`config.mk`:
```
export PLATFORM = sky130hd
export DESIGN_NAME = bhg_jt49_vol_seq
export DESIGN_NICKNAME = d
export VERILOG_FILES = /design/src/rtl/bhg_jt49_vol_seq.sv
export SDC_FILE = /design/constraint.sdc
export NUM_CORES = 1
export LEC_CHECK = 0
export ABC_AREA = 1
export CORE_MARGIN = 2
export CORE_UTILIZATION = 45
export DETAILED_ROUTE_END_ITERATION = 12
export PLACE_DENSITY = 0.67
export SYNTH_ARGS = -nofsm -noshare
export SYNTH_HDL_FRONTEND = slang
export SYNTH_SLANG_ARGS = --single-unit
```
`constraint.sdc`:
```
create_clock -name clk -period 2.16 [get_ports clk]
set_clock_uncertainty 0.05 [all_clocks]
set_input_delay 0.54 -clock clk [delete_from_list [all_inputs] [get_ports clk]]
set_output_delay 0.54 -clock clk [all_outputs]
set_load 0.02 [all_outputs]
```
`src/rtl/bhg_jt49_vol_seq.sv`:
```
// ----------------------------------------------------------------------------
// bhg_jt49_vol_seq
//   Multi-channel PSG volume exponent stage. Converts CHANNELS packed 5-bit
//   YM2149 log levels into linear DAC codes on a 1.5 dB/step curve. It uses one
//   shared registered LUT that scans one channel per clock. It also applies
//   per-channel slew limiting so that volume steps do not produce zipper noise.
//
//   A pass is IDLE -> SCAN (CHANNELS+1 clocks) -> DONE, so a cen sampled at
//   cycle 0 produces dout/dout_valid at cycle CHANNELS+2. A cen that arrives
//   while a pass is running (including the DONE cycle) is remembered in a
//   single sticky pending flag. That flag is serviced straight out of DONE.
//
// Parameters
//   DAC_BITS  output code width per channel (8..14)
//   CHANNELS  number of channels (1..16)
//   SLEW      max code change per channel per pass; 0 = jump to target
//
// Ports
//   clk         system clock
//   rst_n       asynchronous active-low reset
//   cen         sample strobe, requests one conversion pass
//   din         packed levels, channel k at [5k+4:5k]
//   busy        pass in progress
//   dout        packed linear codes, channel k at [DAC_BITS*(k+1)-1:DAC_BITS*k]
//   dout_valid  one-clock pulse when dout updates
//   mix         (BHG_JT49_VOL_MIX_EN only) unsigned sum of the committed codes,
//               updated together with dout
//
// Configuration macro: BHG_JT49_VOL_MIX_EN adds the mix output and its adder.
// ----------------------------------------------------------------------------
module bhg_jt49_vol_seq #(
    parameter int DAC_BITS = 8,
    parameter int CHANNELS = 3,
    parameter int SLEW     = 0
) (
    input  logic                           clk,
    input  logic                           rst_n,
    input  logic                           cen,
    input  logic [CHANNELS*5-1:0]          din,
    output logic                           busy,
    output logic [CHANNELS*DAC_BITS-1:0]   dout,
    output logic                           dout_valid
`ifdef BHG_JT49_VOL_MIX_EN
    ,
    output logic [DAC_BITS+$clog2(CHANNELS+1)-1:0] mix
`endif
);

    if (DAC_BITS < 8 || DAC_BITS > 14) begin : g_bad_dac_bits
        $error("bhg_jt49_vol_seq: DAC_BITS must be in 8..14");
    end
    if (CHANNELS < 1 || CHANNELS > 16) begin : g_bad_channels
        $error("bhg_jt49_vol_seq: CHANNELS must be in 1..16");
    end

    localparam int IDX_W = $clog2(CHANNELS + 1);
    localparam logic [IDX_W-1:0] LAST = IDX_W'(CHANNELS);

    // A step at least as large as the widest possible move is the same as no limit.
    localparam logic [DAC_BITS:0] SLEW_LIM =
        (SLEW <= 0 || SLEW >= (2 ** DAC_BITS) - 1) ? '0 : (DAC_BITS + 1)'(SLEW);

    typedef enum logic [1:0] {
        IDLE,
        SCAN,
        DONE
    } state_t;

    // ------------------------------------------------------------------
    // Elaboration-time volume table
    // ------------------------------------------------------------------
    function automatic logic [DAC_BITS-1:0] lut_calc(input int k);
        real full;
        real v;
        if (k == 0) return '0;
        full = real'((2 ** DAC_BITS) - 1);
        v    = full * (10.0 ** (-(real'(31 - k)) * 1.5 / 20.0));
        return DAC_BITS'($rtoi(v + 0.5));
    endfunction

    logic [DAC_BITS-1:0] lut [32];

    for (genvar k = 0; k < 32; k++) begin : g_lut
        localparam logic [DAC_BITS-1:0] LUT_VAL = lut_calc(k);
        assign lut[k] = LUT_VAL;
    end

    // ------------------------------------------------------------------
    // Slew limiter. The extra bit keeps the +/- step free of wrap-around.
    // The step is only taken when |d| > SLEW, so the result cannot overshoot.
    // ------------------------------------------------------------------
    function automatic logic [DAC_BITS-1:0] slew_step(input logic [DAC_BITS-1:0] cur,
                                                      input logic [DAC_BITS-1:0] tgt);
        logic [DAC_BITS:0] c;
        logic [DAC_BITS:0] t;
        logic [DAC_BITS:0] d;
        logic [DAC_BITS:0] r;
        c = {1'b0, cur};
        t = {1'b0, tgt};
        d = (t >= c) ? (t - c) : (c - t);
        if (SLEW_LIM == '0 || d <= SLEW_LIM) r = t;
        else if (t > c)                      r = c + SLEW_LIM;
        else                                 r = c - SLEW_LIM;
        return r[DAC_BITS-1:0];
    endfunction

    // ------------------------------------------------------------------
    // Control FSM
    // ------------------------------------------------------------------
    state_t           state_q, state_d;
    logic [IDX_W-1:0] idx_q, idx_d;
    logic             pend_q, pend_d;
    logic             snap;       // load din into the shadow register
    logic             s1_load;    // launch channel idx_q into the LUT stage
    logic             commit;     // publish the slewed values

    always_ff @(posedge clk or negedge rst_n) begin
        if (!rst_n) begin
            state_q <= IDLE;
            idx_q   <= '0;
            pend_q  <= 1'b0;
        end else begin
            state_q <= state_d;
            idx_q   <= idx_d;
            pend_q  <= pend_d;
        end
    end

    // NOTE: every output of this block gets a default first, so no path can leave one unassigned and infer a latch.
    always_comb begin
        state_d = state_q;
        idx_d   = idx_q;
        pend_d  = pend_q;
        snap    = 1'b0;
        s1_load = 1'b0;
        commit  = 1'b0;
        unique case (state_q)
            IDLE: begin
                if (cen || pend_q) begin
                    snap    = 1'b1;
                    idx_d   = '0;
                    pend_d  = 1'b0;
                    state_d = SCAN;
                end
            end
            SCAN: begin
                if (cen) pend_d = 1'b1;
                // idx_q == LAST is the extra clock that drains stage 2.
                if (idx_q == LAST) begin
                    state_d = DONE;
                end else begin
                    s1_load = 1'b1;
                    idx_d   = idx_q + 1'b1;
                end
            end
            DONE: begin
                commit = 1'b1;
                // A cen landing in this very cycle counts as pending.
                if (cen || pend_q) begin
                    snap    = 1'b1;
                    idx_d   = '0;
                    pend_d  = 1'b0;
                    state_d = SCAN;
                end else begin
                    state_d = IDLE;
                end
            end
            default: state_d = IDLE;
        endcase
    end

    assign busy = (state_q != IDLE);

    // ------------------------------------------------------------------
    // Shadow register and LUT stage
    // ------------------------------------------------------------------
    logic [4:0]          shadow [CHANNELS];
    logic [4:0]          lvl;
    logic [DAC_BITS-1:0] lut_q;
    logic [IDX_W-1:0]    s1_ch;
    logic                s1_vld;

    always_comb begin
        lvl = '0;
        for (int k = 0; k < CHANNELS; k++) begin
            if (int'(idx_q) == k) lvl = shadow[k];
        end
    end

    // NOTE: the shadow register and the stage-1 data need no reset. Every use of them is qualified by a reset control bit (snap/s1_vld).
    always_ff @(posedge clk) begin
        if (snap) begin
            for (int k = 0; k < CHANNELS; k++) shadow[k] <= din[5*k +: 5];
        end
        if (s1_load) begin
            lut_q <= lut[lvl];
            s1_ch <= idx_q;
        end
    end

    // ------------------------------------------------------------------
    // Slew stage, accumulators and committed outputs
    // ------------------------------------------------------------------
    logic [DAC_BITS-1:0] acc [CHANNELS];

`ifdef BHG_JT49_VOL_MIX_EN
    localparam int MIX_W = DAC_BITS + $clog2(CHANNELS + 1);
    logic [MIX_W-1:0] mix_sum;

    always_comb begin
        mix_sum = '0;
        for (int k = 0; k < CHANNELS; k++) mix_sum = mix_sum + MIX_W'(acc[k]);
    end
`endif

    always_ff @(posedge clk or negedge rst_n) begin
        if (!rst_n) begin
            s1_vld     <= 1'b0;
            dout       <= '0;
            dout_valid <= 1'b0;
            for (int k = 0; k < CHANNELS; k++) acc[k] <= '0;
`ifdef BHG_JT49_VOL_MIX_EN
            mix        <= '0;
`endif
        end else begin
            s1_vld     <= s1_load;
            dout_valid <= commit;
            for (int k = 0; k < CHANNELS; k++) begin
                if (s1_vld && int'(s1_ch) == k) acc[k] <= slew_step(acc[k], lut_q);
                if (commit) dout[k*DAC_BITS +: DAC_BITS] <= acc[k];
            end
`ifdef BHG_JT49_VOL_MIX_EN
            if (commit) mix <= mix_sum;
`endif
        end
    end

endmodule

```
==> metrics.md, run 1 <==
| Metric | Value |
|---|---|
| Required time worst endpoint | 1.57 ns |
| Sequential fraction of the synthesis area | 61.3% |
| TritonCTS sink count | 80 |
| Period utilisation layout | 96.7% |
| Buffers from clock root to sink, at most | 2 |
| Vert. Die Dim | approximately 92 microns |
| Synthesis warning total | 0 |
| Maximum number of pins on one net before global-route repair | 26 |
| Via Count | about 2.5k |
| Initial Utilization | 45.6% |
| Crit Path Class | register to primary output |
| Power Dens Cells | around 1700 nW/um^2 |
| Count of mapped cells out of synthesis | 368 |
| Time the final worst path needs with I/O delays and setup | 2.09 ns |
| Worst supply voltage drop on vdd | about 0.7 mV |
| Hold slack final | 0.0838 ns |
| Final #Nets | between 400 and 500 |
| Clock tree from TritonCTS | done |
| Power dissipated by switching net loads | 2.92 mW |
| Logic pwr share | a little under half |
| Area of the core | around 7600 sq um |
| Count of input and output buffers | between 40 and 50 |
| Final WL | just over 6 mm |
| Startpoint kind of the worst setup timing path | register |
| Setup violators final | 0 |
| Internal power component | about 4.3 mW |
| Post-layout util | a little under three fifths |
| Share of cells above drive strength 1 | ~13% |
| Max Transition Viols Final | 0 |
| Flip-flop and latch count after synthesis | 80 |
| Max Clock Freq | 0.479 GHz |
| Overflow after GRT | 0 |
| Sequential cell fraction of total power | 36.4% |
| Hold-fix buffers at CTS | 0 |
| Detail Route Antenna Nets | 0 |
| Area delta synth->final | 24.7% |
| Total half-perimeter wirelength after legalization and detailed placement | around 4.5 mm |
| Global-route usage over all layers | 16.8% |
| # Max-Cap Violations | 0 |
| Horizontal die dimension | ~92 microns |
| Worst Path Max Fanout | 5 |
| Number of global-route vias before repair | approximately 2.4k |
| Number of DRC violations after detailed routing | 0 |
| Proportion of total power due to net switching | between 40 and 50% |
| Drt first pass iters | 4 |
| Clock buffer count from CTS | 9 |
| Final Hold Viols | 0 |
| Standard-cell rows | 32 |
| Worst-case headroom to the max-slew limit | 55.8% |
| First-pass GRT wire length | approximately 11 mm |
| Path type of the worst min-delay path | input port to asynchronous set/reset pin |
| CTS clk-pin slew, worst paths | 0.09 ns |
| Worst-Margin Slew | around 0.66 ns |
| Root Buffer | sky130_fd_sc_hd__clkbuf_8 |
| Cell area after synthesis | approximately 3500 sq um |
| Arrival time at the worst endpoint | roughly 1.5 ns |
| Post-Syn Area per Cell | around 9.4 sq um |
| Initial DRC Count | 91 |
| GPL Wtd Cong | 0.840 |
| Clock network power share | between 15 and 20% |
| Initial antenna violation count | 0 |
| Endpoint kind of the worst setup timing path | primary output |
| Buffer count from post-CTS setup fixing | 0 |
| Count of antenna diodes in the layout | 0 |
| Total Die Area | approximately 8400 sq um |
| H-tree depth | 3 |
| Setup repair after global routing missed its margin | no |
| Top-level I/O count | 44 |
| Wire per inst | between 10 and 15 microns |
| Synth unique cells | 28 |
| Cell leakage power | between 2 and 2.5 nW |
| Net count of the mapped netlist | about 400 |
| Outcome | finished, final reports clean |
| Vias per std cell | 4.77 |
| Insertion delay of the later-clocked pin in the worst-skew pair | roughly 0.36 ns |
| Filler Cells Inserted | 686 |
final timing paths:
path,startpoint,end,slack [ns],depth (start not counted)
max reg2reg,idx_q[0]$_DFFE_PN0P_,lut_q[2]$_DFFE_PP_,0.16,13
min,rst_n,dout[19]$_DFFE_PN0P_,0.08,1
min reg2reg,dout[11]$_DFFE_PN0P_,dout[11]$_DFFE_PN0P_,0.42,2
max in group asynchronous,rst_n,dout[12]$_DFFE_PN0P_,1.43,2
min in group clk,dout[11]$_DFFE_PN0P_,dout[11]$_DFFE_PN0P_,0.42,2
max,state_q[0]$_DFFE_PN0P_,busy,0.07,3
stage by stage:
stage / total power [mW] / instance area [sq um] / setup slack (ns) / std cells / setup TNS (ns)
2_1_floorplan: 4.90 / 3470 / 0.196 / 368 / 0
3_3_place_gp: 5.90 / 4050 / -0.00427 / 512 / -0.00427
3_5_place_dp: 5.95 / 4050 / -0.00355 / 512 / -0.00355
4_1_cts: 7.19 / 4280 / 0.0142 / 528 / 0
5_1_grt: 7.87 / 4330 / 0.00298 / 528 / 0
6_report: 7.23 / 4330 / 0.0714 / 528 / 0
worst max-delay path, cell delays in order (launching register included):
cell,delay (ns)
sky130_fd_sc_hd__dfrtp_1,0.42
sky130_fd_sc_hd__inv_1,0.09
sky130_fd_sc_hd__nand2_1,0.06
sky130_fd_sc_hd__clkdlybuf4s50_1,0.59
metal layers:
| metal | routed length, microns | part of all wire (%) | global-route usage [%] | up-vias |
|---|---|---|---|---|
| met5 | 0 | 0 | 0 | - |
| met4 | 155 | 2.5 | 8.21 | 0 |
| met3 | 255 | 4.1 | 3.62 | 12 |
| met2 | 3130 | 51 | 29.5 | 61 |
| met1 | 2660 | 43 | 19.4 | 1168 |
| li1 | - | - | - | 1278 |
kinds of logic (layout without fill, tap and decap cells):
family                     Yosys count  count (layout)  synth area share, %
buffers and inverters               40              98                 5.23
adders and majority gates            9               9                 3.24
AOI/OAI and AO/OA                   41              41                 6.81
DFF                                 80              80                 61.3
and+or+nand+nor                    198             198                 23.5
placed cells by master (no fill, tap or decap), drive strengths merged:
cell / synthesis / layout
a21oi: 7 / 7
buf: 4 / 11
bufinv: 0 / 1
clkbuf: 7 / 13
clkdlybuf4s50: 0 / 42
dfrtp: 55 / 55
edfxtp: 25 / 25
ha: 9 / 9
inv: 29 / 31
nand2: 147 / 147
nand3: 23 / 23
nand4: 1 / 1
nor2: 22 / 22
nor3: 2 / 2
o21ai: 33 / 33
o22ai: 1 / 1
or2: 3 / 3
layout make-up:
type | count | area, sq um | share of cell area [%]
well taps | 102 | 128 | 2.95
multi-input cells | 248 | 1220 | 28.1
flip-flops and latches | 80 | 2130 | 49.2
clock buffers | 13 | 180 | 4.16
repair buffers | 53 | 513 | 11.8
inverters | 29 | 116 | 2.69
clock inverters | 3 | 45.0 | 1.04
state kept, by name (all words and copies together), names as in the netlist, 2 cells and up:
name     cells
lut_q        8
dout        24
acc         24
s1_ch        2
state_q      2
shadow      15
idx_q        2
power by group through the flow:
stage / sequential (mW) / combinational [mW] / clock [mW]
after floorplan: 2.84 / 2.06 / 0
after global placement: 2.62 / 3.28 / 0
after detailed placement: 2.64 / 3.31 / 0
after CTS: 2.62 / 3.33 / 1.24
after global routing: 2.71 / 3.85 / 1.31
final: 2.63 / 3.39 / 1.21
cell usage after synthesis:
cell                       count  share of area, %
sky130_fd_sc_hd__nand2_2       4              0.72
sky130_fd_sc_hd__nor3_1        1              0.14
sky130_fd_sc_hd__nor2_1       20               2.2
sky130_fd_sc_hd__a21oi_1       5              0.72
sky130_fd_sc_hd__o21ai_0      29               4.2
sky130_fd_sc_hd__dfrtp_1      55                40
sky130_fd_sc_hd__edfxtp_1     25                22
sky130_fd_sc_hd__a21oi_2       1              0.25
sky130_fd_sc_hd__o21ai_4       1              0.47
sky130_fd_sc_hd__a21oi_4       1              0.47
sky130_fd_sc_hd__nand3_1      22               3.2
sky130_fd_sc_hd__o21ai_1       2              0.29
sky130_fd_sc_hd__buf_4         1              0.22
sky130_fd_sc_hd__o22ai_1       1              0.18
sky130_fd_sc_hd__buf_6         3              0.97
sky130_fd_sc_hd__clkbuf_1      7              0.76
sky130_fd_sc_hd__nand4_1       1              0.18
sky130_fd_sc_hd__nand2_1     143                15
sky130_fd_sc_hd__nor2_2        1              0.18
sky130_fd_sc_hd__inv_4         2              0.36
sky130_fd_sc_hd__nand3_2       1              0.29
sky130_fd_sc_hd__nor3_2        1              0.29
sky130_fd_sc_hd__o21ai_2       1              0.25
sky130_fd_sc_hd__inv_2         2              0.22
sky130_fd_sc_hd__ha_1          9               3.2
sky130_fd_sc_hd__or2_1         3              0.54
sky130_fd_sc_hd__inv_1        25               2.7
sky130_fd_sc_hd__nor2_4        1              0.32
what timing repair did:
item,CTS,global route
pin swaps,0,0
hold endpoints to repair,0,0
endpoints found under the setup margin,1,7
gates resized for setup,3,14
No activity file was read; power rests on OpenSTA's default activity.
==> inputs of run 2 (changes only) <==
--- a/config.mk
+++ b/config.mk
@@ -6,6 +6,7 @@
 export NUM_CORES = 1
 export LEC_CHECK = 0
 export ABC_AREA = 1
+export CAP_MARGIN = 30
 export CORE_MARGIN = 2
 export CORE_UTILIZATION = 45
 export DETAILED_ROUTE_END_ITERATION = 12
==> results of run 2 <==
The final DEF is identical to that of run 1; final timing and power are the same.
==> inputs of run 3 (changes only) <==
--- a/config.mk
+++ b/config.mk
@@ -10,7 +10,8 @@
 export CORE_MARGIN = 2
 export CORE_UTILIZATION = 45
 export DETAILED_ROUTE_END_ITERATION = 12
-export PLACE_DENSITY = 0.67
+export PLACE_DENSITY = 0.74
+export SLEW_MARGIN = 10
 export SYNTH_ARGS = -nofsm -noshare
 export SYNTH_HDL_FRONTEND = slang
 export SYNTH_SLANG_ARGS = --single-unit
==> metrics.md, run 3 (synthesized netlist as in run 1, its figures left out) <==
| Metric | Value |
|---|---|
| Outcome | finished, final reports clean |
| Initial antenna violation count | 0 |
| Area of the core | about 7600 sq um |
| Final instance count without filler cells | around 530 |
| Length in cells of the worst reg-to-reg path | 12 |
| Via Count | ~2.5k |
| Clock buffer count from CTS | 9 |
| Drt first pass iters | 4 |
| Top Family by Delay on Critical Path | simple AND/OR/NAND/NOR gates |
| Critical-path cell with the highest stage delay | sky130_fd_sc_hd__dfrtp_2 |
| Number of global-route vias before repair | ~2.4k |
| CP max stage delay | approximately 0.45 ns |
| Standard-cell rows | 32 |
| Worst path cell trace | inv_2 -> ha_4 -> inv_4 -> nand2_1 -> nand3_1 -> nand2_2 -> ha_2 -> inv_1 -> nand2_2 -> inv_1 -> nor3_2 -> nor2_1 |
| Vias per std cell | 4.70 |
| Endpoint kind of the worst setup timing path | register |
| CTS clk-pin slew, worst paths | 0.09 ns |
| Period utilisation layout | 92.7% |
| Hold-fix buffers at CTS | 0 |
| Worst supply voltage drop on vdd | roughly 0.6 mV |
| Number of DRC violations after detailed routing | 0 |
| TritonCTS sink count | 80 |
| Crit path buffers/inverters | 4 |
| Total Negative Setup Slacks | 0 ns |
| Wire per inst | 12.1 microns |
| First-pass GRT wire length | between 10 and 15 mm |
| Insertion delay of the later-clocked pin in the worst-skew pair | 0.35 ns |
| Overflow after GRT | 0 |
| Final #Nets | roughly 450 |
| Maximum number of pins on one net before global-route repair | 36 |
| Clock tree from TritonCTS | done |
| # Max-Cap Violations | 0 |
| Worst-Margin Slew | between 0.6 and 0.7 ns |
| Worst-case headroom to the max-slew limit | 55.7% |
| Count of placed standard cells including taps | slightly above 500 |
| Setup violators final | 0 |
| Crit path depth | 12 |
| Initial DRC Count | between 100 and 150 |
| Worst Path Max Fanout | 7 |
| Final WL | about 6.4 mm |
| Vert. Die Dim | 91.8 microns |
| Final Hold Viols | 0 |
| Most common cell after layout, fill and taps aside | sky130_fd_sc_hd__nand2_1 |
| Largest regs | acc (24), dout (24), shadow (15) |
| Share of cells above drive strength 1 | a little over an eighth |
| Count of input and output buffers | 43 |
| Initial Utilization | between 40% and 50% |
| Area delta synth->final | 23.9% |
| Final std cell area, no fill | ~4300 sq um |
| Detail Route Antenna Nets | 0 |
| Startpoint kind of the worst setup timing path | register |
| Horizontal die dimension | about 90 microns |
| Filler Cells Inserted | around 700 |
| Power Dens Cells | about 1700 nW/um^2 |
| Global-route usage over all layers | 16.7% |
| Count of antenna diodes in the layout | 0 |
| Crit Path Class | register to register |
| Standard cell area after detailed placement | between 4000 and 5000 sq um |
| GPL Wtd Cong | just under 0.8 |
| Total half-perimeter wirelength after legalization and detailed placement | 4.52 mm |
| Top-level I/O count | 44 |
| Root Buffer | sky130_fd_sc_hd__clkbuf_8 |
| Path type of the worst min-delay path | input port to asynchronous set/reset pin |
| Arrival time at the worst endpoint | between 2 and 2.5 ns |
| Max Clock Freq | ~0.5 GHz |
| H-tree depth | 3 |
| Max Transition Viols Final | 0 |
| Required time worst endpoint | 2.23 ns |
| Cell leakage power | about 2.0 nW |
| Buffers from clock root to sink, at most | 2 |
| Total Die Area | about 8400 sq um |
| Most frequent cells in the layout | sky130_fd_sc_hd__nand2_1, sky130_fd_sc_hd__dfrtp_1, sky130_fd_sc_hd__clkdlybuf4s50_1, sky130_fd_sc_hd__o21ai_0, sky130_fd_sc_hd__edfxtp_1 |
| Time the final worst path needs with I/O delays and setup | roughly 2 ns |
==> run 3: cell types whose count changed in the layout (fill, tap and decap cells not counted), sizes merged <==
cell / delta
buf: +1
bufinv: -1
clkbuf: -4
clkdlybuf4s50: -1
clkinv: +5
dlymetal6s2s: +1
==> run 3: timing repair <==
action | in CTS | in global routing
endpoints found under the hold margin | 0 | 0
resized for setup | 3 | 17
setup buffers | 0 | 1
pin swaps | 0 | 1
setup endpoints to repair | 5 | 9
==> run 3: report_power, final <==
part,total [mW],internal (mW),switching (mW)
Sequential,2.63,2.31,0.316
Clock,1.02,0.431,0.590
Combinational,3.48,1.35,2.12
Total,7.12,4.09,3.03
==> run 3: layout make-up <==
type	instances	area (sq um)	share of cell area, %
Clock buffer	9	124	2.88
Clock inverter	7	56.3	1.31
Inverter	29	116	2.70
Multi-Input combinational cell	248	1230	28.5
Sequential cell	80	2130	49.5
Tap cell	102	128	2.97
Timing Repair Buffer	54	523	12.2
==> run 3: metal layers <==
metal  track usage (%)  vias up  part of all wire [%]
met2              27.9       60                    49
met4              6.72        0                   1.9
met1              20.5     1131                    45
met3              4.93       12                   4.2
li1                  -     1285                     -
met5                 0        -                     0
==> run 3: worst register-to-register path, stage by stage, from the launching register on <==
cell	delay [ns]
sky130_fd_sc_hd__dfrtp_2	0.45
sky130_fd_sc_hd__inv_2	0.12
sky130_fd_sc_hd__ha_4	0.20
sky130_fd_sc_hd__inv_4	0.05
sky130_fd_sc_hd__nand2_1	0.07
sky130_fd_sc_hd__nand3_1	0.08
sky130_fd_sc_hd__nand2_2	0.12
sky130_fd_sc_hd__ha_2	0.21
sky130_fd_sc_hd__inv_1	0.06
sky130_fd_sc_hd__nand2_2	0.08
sky130_fd_sc_hd__inv_1	0.06
sky130_fd_sc_hd__nor3_2	0.17
sky130_fd_sc_hd__nor2_1	0.05
==> run 3: path summary, 6_finish.rpt <==
path | startpoint | to | slack [ns]
min | rst_n | dout[1]$_DFFE_PN0P_ | 0.09
max in group asynchronous | rst_n | acc[23]$_DFFE_PN0P_ | 1.41
max reg2reg | idx_q[1]$_DFFE_PN0P_ | lut_q[3]$_DFFE_PP_ | 0.16
min in group clk | dout[1]$_DFFE_PN0P_ | dout[1]$_DFFE_PN0P_ | 0.42
max | idx_q[1]$_DFFE_PN0P_ | lut_q[3]$_DFFE_PP_ | 0.16
min reg2reg | dout[1]$_DFFE_PN0P_ | dout[1]$_DFFE_PN0P_ | 0.42
==> run 3: stage by stage <==
stage	utilization (%)	hold WS [ns]	worst slack (ns)	power, mW
floorplan	-	0.194	0.196	4.90
global placement	53.2	0.398	0.0188	5.92
detailed placement	53.2	0.407	-0.0384	5.97
CTS	55.6	0.0973	0.0164	7.02
global route	56.6	0.115	-0.0311	7.73
finish	56.6	0.0911	0.157	7.12
